==> config.mk <==
export PLATFORM = sky130hd
export DESIGN_NAME = const_div_seq
export DESIGN_NICKNAME = d
export VERILOG_FILES = /design/src/rtl/const_div_seq.sv
export SDC_FILE = /design/constraint.sdc
export NUM_CORES = 1
export LEC_CHECK = 0
export ABC_AREA = 1
export BUFFER_PORTS_ARGS = -buffer_cell sky130_fd_sc_hd__buf_4
export CAP_MARGIN = 20
export CORE_AREA = 10 10 198 107
export CTS_CLUSTER_SIZE = 14
export DETAILED_ROUTE_END_ITERATION = 6
export DIE_AREA = 0 0 208 117
export GPL_ROUTABILITY_DRIVEN = 0
export GPL_TIMING_DRIVEN = 0
export HOLD_SLACK_MARGIN = 0.08
export SETUP_SLACK_MARGIN = 0.05
export SYNTH_ARGS = -nofsm -noshare
export SYNTH_HDL_FRONTEND = slang
export SYNTH_SLANG_ARGS = --single-unit
==> constraint.sdc <==
create_clock -name clk -period 3.35 [get_ports clk]
set_input_delay 0.67 -clock clk [delete_from_list [all_inputs] [get_ports clk]]
set_output_delay 0.67 -clock clk [all_outputs]
set_load 0.02 [all_outputs]
==> src/rtl/const_div_seq.sv <==
// Iterative unsigned divide by a constant DIVISOR, retiring DIGIT dividend bits
// per clock through one shared digit stage, with valid/ready on both sides.
module const_div_seq #(
    parameter int WIDTH   = 64,
    parameter int DIVISOR = 5,
    parameter int DIGIT   = 3,
    localparam int REM_W  = $clog2(DIVISOR),
    localparam int ITER   = (WIDTH + DIGIT - 1) / DIGIT
) (
    input  logic             clk,
    input  logic             rst,
    input  logic             in_valid,
    output logic             in_ready,
    input  logic [WIDTH-1:0] in_data,
    output logic             out_valid,
    input  logic             out_ready,
    output logic [WIDTH-1:0] out_quot,
    output logic [REM_W-1:0] out_rem,
    output logic             busy
);

    // state | meaning
    // IDLE  | waiting for a dividend, in_ready high
    // RUN   | one radix-2^DIGIT digit retired per clock
    // DONE  | result presented, held until out_ready
    localparam logic [1:0] S_IDLE = 2'd0;
    localparam logic [1:0] S_RUN  = 2'd1;
    localparam logic [1:0] S_DONE = 2'd2;

    localparam int SW    = ITER * DIGIT;
    localparam int TW    = REM_W + DIGIT;
    localparam int CNT_W = (ITER > 1) ? $clog2(ITER) : 1;
    localparam logic [CNT_W-1:0] CNT_LAST = CNT_W'(ITER - 1);

    generate
        if (DIVISOR < 2 || DIVISOR > 65536) begin : g_bad_divisor
            $error("const_div_seq: DIVISOR must lie in 2..65536");
        end
        if (DIGIT < 1 || DIGIT > 8) begin : g_bad_digit
            $error("const_div_seq: DIGIT must lie in 1..8");
        end
    endgenerate

    logic [1:0]       state_q, state_d;
    logic [CNT_W-1:0] cnt_q, cnt_d;
    logic [SW-1:0]    div_q, div_d;
    logic [WIDTH-1:0] quot_q, quot_d;
    logic [REM_W-1:0] rem_q, rem_d;
    logic [TW-1:0]    t;
    logic [DIGIT-1:0] qd;
    logic [REM_W-1:0] rd;

    // Constant divide of a short word; rem_q < DIVISOR keeps the quotient digit within DIGIT bits.
    always_comb begin
        t  = {rem_q, div_q[SW-1 -: DIGIT]};
        qd = DIGIT'(t / TW'(DIVISOR));
        rd = REM_W'(t % TW'(DIVISOR));
    end

    always_comb begin
        state_d = state_q;
        cnt_d   = cnt_q;
        div_d   = div_q;
        quot_d  = quot_q;
        rem_d   = rem_q;
        case (state_q)
            S_IDLE: begin
                if (in_valid) begin
                    div_d   = SW'(in_data);
                    rem_d   = '0;
                    cnt_d   = '0;
                    state_d = S_RUN;
                end
            end
            S_RUN: begin
                div_d  = div_q << DIGIT;
                // Padding digits at the top always yield zero, so a WIDTH-bit register suffices.
                quot_d = WIDTH'({quot_q, qd});
                rem_d  = rd;
                if (cnt_q == CNT_LAST) begin
                    cnt_d   = '0;
                    state_d = S_DONE;
                end else begin
                    cnt_d = cnt_q + CNT_W'(1);
                end
            end
            S_DONE: begin
                if (out_ready) begin
                    state_d = S_IDLE;
                end
            end
            default: state_d = S_IDLE;
        endcase
    end

    always_ff @(posedge clk) begin
        if (rst) begin
            state_q <= S_IDLE;
            cnt_q   <= '0;
            div_q   <= '0;
            quot_q  <= '0;
            rem_q   <= '0;
        end else begin
            state_q <= state_d;
            cnt_q   <= cnt_d;
            div_q   <= div_d;
            quot_q  <= quot_d;
            rem_q   <= rem_d;
        end
    end

    assign in_ready  = (state_q == S_IDLE);
    assign out_valid = (state_q == S_DONE);
    assign busy      = (state_q == S_RUN) || (state_q == S_DONE);
    assign out_quot  = quot_q;
    assign out_rem   = rem_q;

endmodule

==> out/metrics.yaml, run 1 <==
yosys:
  syn-cell-area_um2: 5750
  syn_nets: 860
  synth.most_common_cell: "nand2_1"
  synth_top_area_cell: "dfxtp_1"
  yosysUniqueCellTypes: 24
  synth_edf_count: 0
  synthTopCellsByCount: "nand2_1, dfxtp_1, nor2_1"
  syn_area_per_cell_um2: 7.34
  ys_seq_area_share_pct: 48.8
  ys_ff_latch: 140
  async_flop_share_pct: 0
  synth.top_cell.area_share_pct: 48.8
  ys.warnings.count: 0
  synth_area_leaders: "dfxtp_1, o21ai_0, nand2_1"
  synth-main-ff-cell: "dfxtp_1"
  syn-instance-count: 783
worst_setup_path:
  crit_path_max_fanout: 7
  slowest_delay_ns: 0.38
  reg2reg_slack_ns: 0.40
  r2r_end: "out_rem[1]$_SDFFE_PP0P_"
  crit_chain: "inv_1 -> ha_1 -> nor2_1 -> nand2_2 -> nand3_1 -> nand3_2 -> nand2_2 -> nand2_2 -> nand2_2 -> nand3_2 -> nand2_2 -> nand2_2 -> nand2_1 -> nand2_1 -> inv_1 -> ha_1 -> inv_1 -> or2_2 -> nand2_2 -> nand2_2 -> nand2_1 -> nand3_1 -> a21oi_1"
  crit_type: "reg2reg"
  cp_slowest_cell: "dfxtp_2"
  cp-start-kind: "register"
  r2r-start: "out_rem[1]$_SDFFE_PP0P_"
  path_buf_inv: 3
  crit_path_end_kind: "register"
  cp_top_family: "simple AND/OR/NAND/NOR gates"
  required_ns: 3.69
  worst_r2r_path_depth: 23
  crit_path_frequent_cell: "nand2_2"
  cp.arrival_ns: 3.28
power:
  ir_drop_mv: 0.435
  cellPowerDensity_nw_per_um2: 1050
  finalPower_mw: 8.07
  total_leakage_power_nw: 3.45
cts:
  cts.clk_slew.worst_paths_ns: 0.06
  htreeDepth: 4
  cts_root_buf: "clkbuf_16"
  cts_tree: "done"
  cts_buffers: 17
  cts_sinks: 140
  cts_setup_buffers: 0
  cts.path.max_buffers: 2
  postCtsHoldBufs: 0
  clock_latency_ns: 0.41
routing:
  drc: 0
  routed_wl_mm: 18.4
  ant_nets: 0
  wl_per_cell_um: 15.5
  drtIter0Drc: 396
  drtPass1Iterations: 5
  vias: 5706
  viasPerCell: 4.79
hold_path:
  hold_depth: 2
  min_to: "div_q[65]$_SDFFE_PP0P_"
  hold_class: "reg2reg"
  hp-start: "div_q[62]$_SDFFE_PP0P_"
timing:
  period_share_pct: 88.0
  finalSetupViolCount: 0
  tns_ns: 0
  fin_skew_ns: 0.00804
  rsz0062_at_grt: "false"
  slew_headroom_pct: 52.5
  worstMarginPinSlew_ns: 0.709
  min_period_ns: 2.95
  final_max_slew_viol_count: 0
  finalHoldViolCount: 0
  hold_ws_ns: 0.470
  max_freq_mhz: 339
global_route:
  grt_overflow: 0
  antenna_found_initial: 0
  grt_max_degree: 17
  grt_pass1_wl_mm: 29.2
  globalRouteTotalUtil_pct: 14.8
  grt_pass1_vias: 5393
cells_and_area:
  drive_above_1_share_pct: 20.0
  fillers: 1867
  diodes: 0
  final_util_pct: 43.0
  num-nets-final: 1016
  fin_cells: 1191
  ff_latch_area_um2: 2800
  multiInputGateArea_um2: 2610
  area_growth_pct: 33.7
die:
  io_pins: 138
  die_h_um: 117
  start_util_pct: 32.2
  rows: 35
  die_x_um: 208
  dieArea_um2: 24300
  core-area_um2: 17900
placed_design:
  io_buffers: 137
  dpl.hpwl_mm: 13.7
  place_inst: 1160
run_status:
  run_status: "complete, no violations"
run:
  drv_cap: 0
==> power by group <==
part           total (mW)  internal, mW  switching [mW]  leakage, nW
Sequential           2.75          2.33           0.422         1.15
Clock                1.97          1.23           0.739        0.288
Combinational        3.35          1.13            2.22         2.01
Total                8.07          4.68            3.38         3.45
==> tightest hold or removal path: cells and delay by family, from the launching register on <==
kind	cells	cell delay (ns)
AND/OR/NAND/NOR	1	0.06
flip-flops	1	0.31
AO/OA/AOI/OAI	1	0.06
==> timing repair <==
action,CTS,global route
endpoints found under the setup margin,0,1
endpoints found under the hold margin,0,0
gates resized for setup,0,1
==> final cells by class <==
class	count	area share, %
buffer	56	2.77
sequential	140	36.5
tap	240	3.91
multi-input combinational	553	33.9
clock inverter	10	1.81
inverter	34	1.66
timing repair buffer	137	13.4
clock buffer	21	6.12
==> state kept, by name, indices dropped and copies added (netlist names) <==
register / cells
cnt_q: 5
out_rem: 3
out_quot: 64
state_q: 2
div_q: 66
==> routing by layer <==
metal / vias up / track usage (%) / share of wire (%)
li1: 2929 / - / -
met1: 2625 / 22.2 / 55
met2: 143 / 19.7 / 39
met3: 9 / 4.29 / 6.3
met4: 0 / 3.89 / 0.54
met5: - / 0 / 0
==> stage by stage <==
stage / area, um^2 / worst slack (ns)
global route: 7690 / 0.106
CTS: 7690 / 0.343
detailed placement: 7080 / 0.389
floorplan: 5750 / 0.636
finish: 7690 / 0.401
global placement: 7080 / 0.418
==> worst max path at each step <==
stage	end	depth (start not counted)	slack [ns]	startpoint
2_1_floorplan	out_quot[0]$_SDFFE_PP0P_	22	0.64	out_rem[1]$_SDFFE_PP0P_
3_3_place_gp	out_rem[0]$_SDFFE_PP0P_	23	0.42	out_rem[1]$_SDFFE_PP0P_
3_5_place_dp	out_rem[0]$_SDFFE_PP0P_	23	0.39	out_rem[1]$_SDFFE_PP0P_
4_1_cts	out_rem[0]$_SDFFE_PP0P_	23	0.34	out_rem[1]$_SDFFE_PP0P_
5_1_grt	out_rem[0]$_SDFFE_PP0P_	23	0.11	out_rem[1]$_SDFFE_PP0P_
6_report	out_rem[1]$_SDFFE_PP0P_	23	0.40	out_rem[1]$_SDFFE_PP0P_
==> placed cells by master, fill, tap and decap left out <==
master,Yosys,final
nor2_1,135,135
nand3_1,18,18
nand4_1,2,2
clkbuf_16,0,17
nand2_2,11,11
clkbuf_8,0,3
a31oi_1,61,61
o21ai_0,131,131
nand2_1,152,152
dfxtp_2,0,1
o21ai_2,2,2
buf_4,0,137
bufinv_16,0,3
clkinv_2,0,2
inv_6,0,1
o21ai_1,1,1
clkbuf_1,52,53
buf_1,2,2
dfxtp_1,140,139
nor3_1,3,3
a211oi_1,2,2
clkinvlp_4,0,4
nand3_2,3,3
nor2_2,1,1
a21oi_1,19,19
inv_1,32,32
xor2_1,1,1
or2_2,1,1
ha_1,9,9
buf_2,2,2
o211ai_1,1,1
inv_2,2,2
==> logic make-up after synthesis <==
| kind of cell | after synthesis | share of synthesized area (%) |
|---|---|---|
| AOI/OAI and AO/OA | 217 | 20.5 |
| xor gates and xnor gates | 1 | 0.152 |
| adders and majority gates | 9 | 1.96 |
| buffers and inverters | 90 | 5.92 |
| DFF | 140 | 48.8 |
| and+or+nand+nor | 326 | 22.7 |
Note: power is estimated with default switching activity, not from simulation.
==> inputs of run 2 (changes only) <==
--- a/constraint.sdc
+++ b/constraint.sdc
@@ -3,2 +3,2 @@
 set_output_delay 0.67 -clock clk [all_outputs]
-set_load 0.02 [all_outputs]
+set_load 0.1 [all_outputs]
==> out/metrics.yaml, run 2 (synthesis results as in run 1) <==
cells_and_area:
  final_common_cell: "nand2_1"
  drive_above_1_share_pct: 20.0  # unchanged
  top_register: "div_q"
  final_util_pct: 43.2  # +0.13 points
  diodes: 0  # unchanged
  mostFrequentLayoutCells: "nand2_1, dfxtp_1, buf_4"
  area_growth_pct: 34.2
  largest_register_ffs: 66  # unchanged
  num-nets-final: 1016  # unchanged
cts:
  cts_sinks: 140  # unchanged
  cts_buffers: 17  # unchanged
  postCtsResizedCells: 0  # unchanged
  cts.path.max_buffers: 2  # unchanged
  cts_root_buf: "clkbuf_16"
  cts.clk_slew.worst_paths_ns: 0.06  # about the same
  htreeDepth: 4  # unchanged
  postCtsHoldBufs: 0  # unchanged
  cts_tree: "done"
  clock_latency_ns: 0.42  # about the same
  cts_setup_buffers: 0  # unchanged
worst_setup_path:
  reg2reg_slack_ns: 0.42  # +0.02 ns
  r2r-start: "out_rem[1]$_SDFFE_PP0P_"
  crit_path_max_fanout: 7  # unchanged
  crit_path_end: "out_rem[1]$_SDFFE_PP0P_"
  cp.arrival_ns: 3.26  # -0.02 ns
  r2r_end: "out_rem[1]$_SDFFE_PP0P_"
  crit_path_end_kind: "register"
  worst_r2r_path_depth: 23  # unchanged
  cp-start-kind: "register"
  crit_type: "reg2reg"
  cp-startpoint: "out_rem[1]$_SDFFE_PP0P_"
  required_ns: 3.68  # about the same
timing:
  max_freq_mhz: 342  # +0.75%
  worstMarginPinSlew_ns: 0.704  # -0.00513 ns
  period_share_pct: 87.4  # -0.65 points
  rsz0062_at_grt: "false"
  slew_headroom_pct: 52.9  # +0.34 points
  finalSetupViolCount: 0  # unchanged
  hold_ws_ns: 0.472  # +0.00194 ns
  fin_skew_ns: 0.00949  # +0.00145 ns
  worst_slack_ns: 0.423  # +0.0219 ns
  finalHoldViolCount: 0  # unchanged
  final_max_slew_viol_count: 0  # unchanged
  min_period_ns: 2.93  # -0.0219 ns
  tns_ns: 0  # unchanged
routing:
  drtPass1Iterations: 7  # +2
  wl_per_cell_um: 15.6  # +1.0%
  routed_wl_mm: 18.6  # +1.0%
  viasPerCell: 4.85  # +1.2%
  ant_nets: 0  # unchanged
  drtIter0Drc: 421  # +6.3%
  drc: 0  # unchanged
  vias: 5775  # +1.2%
die:
  die_h_um: 117  # unchanged
  core-area_um2: 17900  # unchanged
  start_util_pct: 32.2  # unchanged
  rows: 35  # unchanged
  io_pins: 138  # unchanged
  die_x_um: 208  # unchanged
  dieArea_um2: 24300  # unchanged
global_route:
  grt_max_degree: 17  # unchanged
  grt_overflow: 0  # unchanged
  grt_pass1_vias: 5428  # +0.65%
  antenna_found_initial: 0  # unchanged
  grt_pass1_wl_mm: 29.5  # +0.92%
  globalRouteTotalUtil_pct: 15.0  # +0.25 points
run:
  drv_cap: 0  # unchanged
hold_path:
  hold_class: "reg2reg"
run_status:
  run_status: "complete, no violations"
placed_design:
  dpl.hpwl_mm: 14.0  # +2.0%
  dp_slack_ns: 0.463  # +0.0736 ns
  io_buffers: 137  # unchanged
-- run 2: cell types whose count changed in the layout (fill, tap and decap cells not counted), sizes merged --
cell      change
bufinv        +1
clkinv        +1
clkinvlp      -2
-- run 2: final cells by class --
type	instances	area (um^2)
Clock buffer	21	470
Clock inverter	10	163
Buffer	56	213
Sequential cell	140	2800
Timing Repair Buffer	137	1030
Inverter	34	128
Tap cell	240	300
Fill cell	1834	10200
Multi-Input combinational cell	553	2610
-- run 2: worst min-delay path by stage --
stage | from | endpoint | slack [ns] | cells after the start
after floorplan | div_q[61]$_SDFFE_PP0P_ | div_q[64]$_SDFFE_PP0P_ | 0.44 | 2
after global placement | div_q[50]$_SDFFE_PP0P_ | div_q[53]$_SDFFE_PP0P_ | 0.46 | 2
final | div_q[62]$_SDFFE_PP0P_ | div_q[65]$_SDFFE_PP0P_ | 0.47 | 2
after CTS | div_q[29]$_SDFFE_PP0P_ | div_q[32]$_SDFFE_PP0P_ | 0.47 | 2
after global routing | div_q[50]$_SDFFE_PP0P_ | div_q[53]$_SDFFE_PP0P_ | 0.49 | 2
after detailed placement | div_q[62]$_SDFFE_PP0P_ | div_q[65]$_SDFFE_PP0P_ | 0.46 | 2
-- run 2: worst max-delay path, cell delays in order, from the launching register on --
cell,delay [ns]
dfxtp_2,0.39
inv_1,0.08
ha_1,0.19
nor2_1,0.11
nand2_2,0.08
nand3_1,0.14
nand3_2,0.11
nand2_2,0.11
nand2_2,0.10
nand2_2,0.11
nand3_2,0.08
nand2_2,0.12
nand2_2,0.09
nand2_1,0.06
nand2_1,0.04
inv_1,0.08
ha_1,0.14
inv_1,0.06
or2_2,0.28
nand2_2,0.10
nand2_2,0.08
nand2_1,0.07
nand3_1,0.08
a21oi_1,0.14
-- run 2: layer usage --
| metal | GRT usage [%] | routed length, um | up-vias |
|---|---|---|---|
| met2 | 19.9 | 7190 | 149 |
| met4 | 4.46 | 182 | 0 |
| li1 | - | - | 2927 |
| met5 | 0 | 0 | - |
| met1 | 22.0 | 10000 | 2685 |
| met3 | 5.17 | 1200 | 14 |
-- run 2: through the flow --
step | cell area, um^2 | cells
after global routing | 7710 | 1191
after global placement | 7080 | 1160
final | 7710 | 1191
after CTS | 7710 | 1191
after floorplan | 5750 | 783
after detailed placement | 7080 | 1160
Power of run 2 is left out: the tool's default activity adds up to more than one toggle a clock period on the data nets, which glitch-free logic cannot reach.
==> inputs of run 3 (changes only) <==
- BUFFER_PORTS_ARGS: -buffer_cell sky130_fd_sc_hd__buf_4 -> -buffer_cell sky130_fd_sc_hd__buf_2
- clock period: 3.35 -> 3.6 ns (I/O delays scaled with it)
==> out/metrics.yaml, run 3 (synthesis results as in run 1) <==
run_status:
  run_status: "complete, no violations"
routing:
  routed_wl_mm: 18.4  # -0.94%
  viasPerCell: 4.82  # -0.52%
  wl_per_cell_um: 15.5  # -0.86%
  drtPass1Iterations: 5  # -2
  drtIter0Drc: 401  # -4.8%
  ant_nets: 0  # unchanged
  drc: 0  # unchanged
  vias: 5740  # -0.61%
cells_and_area:
  largest_register_ffs: 66  # unchanged
  fin_cells: 1190  # -0.084%
  drive_above_1_share_pct: 19.8  # -0.19 points
  final_area_um2: 7360  # -4.6%
  area_growth_pct: 28.0
  mostFrequentLayoutCells: "nand2_1, dfxtp_1, buf_2"
  top_register: "div_q"
  final_common_cell: "nand2_1"
  diodes: 0  # unchanged
  num-nets-final: 1016  # unchanged
timing:
  period_share_pct: 83.7  # -3.6 points
  rsz0062_at_grt: "false"
  finalHoldViolCount: 0  # unchanged
  tns_ns: 0  # unchanged
  max_freq_mhz: 332  # -2.9%
  finalSetupViolCount: 0  # unchanged
  slew_headroom_pct: 51.1  # -1.7 points
  final_max_slew_viol_count: 0  # unchanged
  min_period_ns: 3.01  # +0.0882 ns
  fin_skew_ns: 0.0117  # +0.00225 ns
  worstMarginPinSlew_ns: 0.730  # +0.0261 ns
worst_setup_path:
  path_buf_inv: 3  # unchanged
  crit_path_max_fanout: 7  # unchanged
  worst_r2r_path_depth: 23  # unchanged
  slowest_delay_ns: 0.43  # +0.04 ns
  cp.arrival_ns: 3.35  # +0.09 ns
  crit_path_frequent_cell: "nand2_2"
  r2r_end: "out_rem[0]$_SDFFE_PP0P_"
  required_ns: 3.94  # +0.26 ns
  cp-start-kind: "register"
  reg2reg_slack_ns: 0.59  # +0.16 ns
  cp_top_family: "simple AND/OR/NAND/NOR gates"
  crit_type: "reg2reg"
  crit_chain: "inv_1 -> ha_1 -> nor2_1 -> nand2_2 -> nand3_1 -> nand3_2 -> nand2_2 -> nand2_2 -> nand2_2 -> nand3_2 -> nand2_2 -> nand2_2 -> nand2_1 -> nand2_1 -> inv_1 -> ha_1 -> inv_1 -> or2_2 -> nand2_2 -> nand2_2 -> nand2_1 -> nand3_1 -> a21oi_1"
  cp_slowest_cell: "dfxtp_1"
  crit_path_end_kind: "register"
  r2r-start: "out_rem[1]$_SDFFE_PP0P_"
die:
  die_x_um: 208  # unchanged
  io_pins: 138  # unchanged
  die_h_um: 117  # unchanged
  start_util_pct: 32.2  # unchanged
  dieArea_um2: 24300  # unchanged
  core-area_um2: 17900  # unchanged
  rows: 35  # unchanged
global_route:
  met1_usage_pct: 22.2  # +0.23 points
  busiest_layer: "met1"
  grt_max_degree: 17  # unchanged
  antenna_found_initial: 0  # unchanged
  grt_overflow: 0  # unchanged
  globalRouteTotalUtil_pct: 14.9  # -0.15 points
  grt_use_met2_pct: 19.8  # -0.086 points
  grt_use_met3_pct: 4.58  # -0.58 points
  grt_pass1_vias: 5357  # -1.3%
  grt_pass1_wl_mm: 29.1  # -1.4%
cts:
  cts_root_buf: "clkbuf_16"
  postCtsHoldBufs: 0  # unchanged
  htreeDepth: 4  # unchanged
  cts_sinks: 140  # unchanged
  cts.path.max_buffers: 2  # unchanged
  clock_latency_ns: 0.42  # about the same
  cts_setup_buffers: 0  # unchanged
  postCtsResizedCells: 0  # unchanged
  cts.clk_slew.worst_paths_ns: 0.06  # about the same
  cts_buffers: 17  # unchanged
  cts_tree: "done"
placed_design:
  place_area_um2: 6730  # -4.9%
  place_inst: 1160  # unchanged
  io_buffers: 137  # unchanged
  dpl.hpwl_mm: 13.8  # -1.1%
hold_path:
  hold_depth: 2  # unchanged
  hold_class: "reg2reg"
  hp-start: "div_q[62]$_SDFFE_PP0P_"
  min_to: "div_q[65]$_SDFFE_PP0P_"
run:
  drv_cap: 0  # unchanged
==> run 3: cell types whose count changed in the layout (fill, tap and decap cells not counted), sizes merged <==
cell    before  now
inv         35   34
clkinv       3    4
clkbuf      73   72
==> run 3: routing by layer <==
metal / share of wire [%] / routed length [um]
met2: 39 / 7230
met4: 0.49 / 90
met5: 0 / 0
met1: 54 / 10000
met3: 5.8 / 1070
==> run 3: how the worst max path moves through the flow <==
| stage | end | from | cells after the start | slack (ns) |
|---|---|---|---|---|
| floorplan | out_quot[0]$_SDFFE_PP0P_ | out_rem[1]$_SDFFE_PP0P_ | 20 | 0.24 |
| global placement | out_rem[0]$_SDFFE_PP0P_ | out_rem[1]$_SDFFE_PP0P_ | 23 | 0.68 |
| global route | out_rem[0]$_SDFFE_PP0P_ | out_rem[1]$_SDFFE_PP0P_ | 23 | 0.20 |
| CTS | out_rem[0]$_SDFFE_PP0P_ | out_rem[1]$_SDFFE_PP0P_ | 23 | 0.63 |
| finish | out_rem[0]$_SDFFE_PP0P_ | out_rem[1]$_SDFFE_PP0P_ | 23 | 0.59 |
| detailed placement | out_rem[0]$_SDFFE_PP0P_ | out_rem[1]$_SDFFE_PP0P_ | 23 | 0.65 |
==> run 3: cell type report <==
cell class	count	area, um^2
multi-input combinational	553	2610
sequential	140	2800
tap	240	300
clock buffer	20	457
timing repair buffer	137	686
inverter	34	128
clock inverter	10	166
buffer	56	213
fill	1904	10500
==> run 3: worst reg2reg max path, cell delays in order, from the launching register on <==
cell and delay [ns]:
dfxtp_1 0.43, inv_1 0.09, ha_1 0.20, nor2_1 0.12, nand2_2 0.08, nand3_1 0.15
nand3_2 0.12, nand2_2 0.11, nand2_2 0.10, nand2_2 0.12, nand3_2 0.09, nand2_2 0.12
nand2_2 0.09, nand2_1 0.06, nand2_1 0.05, inv_1 0.09, ha_1 0.15, inv_1 0.05
or2_2 0.28, nand2_2 0.09, nand2_2 0.09, nand2_1 0.07, nand3_1 0.08, a21oi_1 0.14
==> run 3: per-stage QoR <==
step                worst slack, ns  util [%]  hold WS [ns]
floorplan                     0.241         -         0.442
global placement              0.678      37.7         0.460
detailed placement            0.648      37.7         0.460
CTS                           0.625      41.2         0.468
global route                  0.196      41.2         0.496
finish                        0.585      41.2         0.461
Power of run 3 is left out for the same reason.
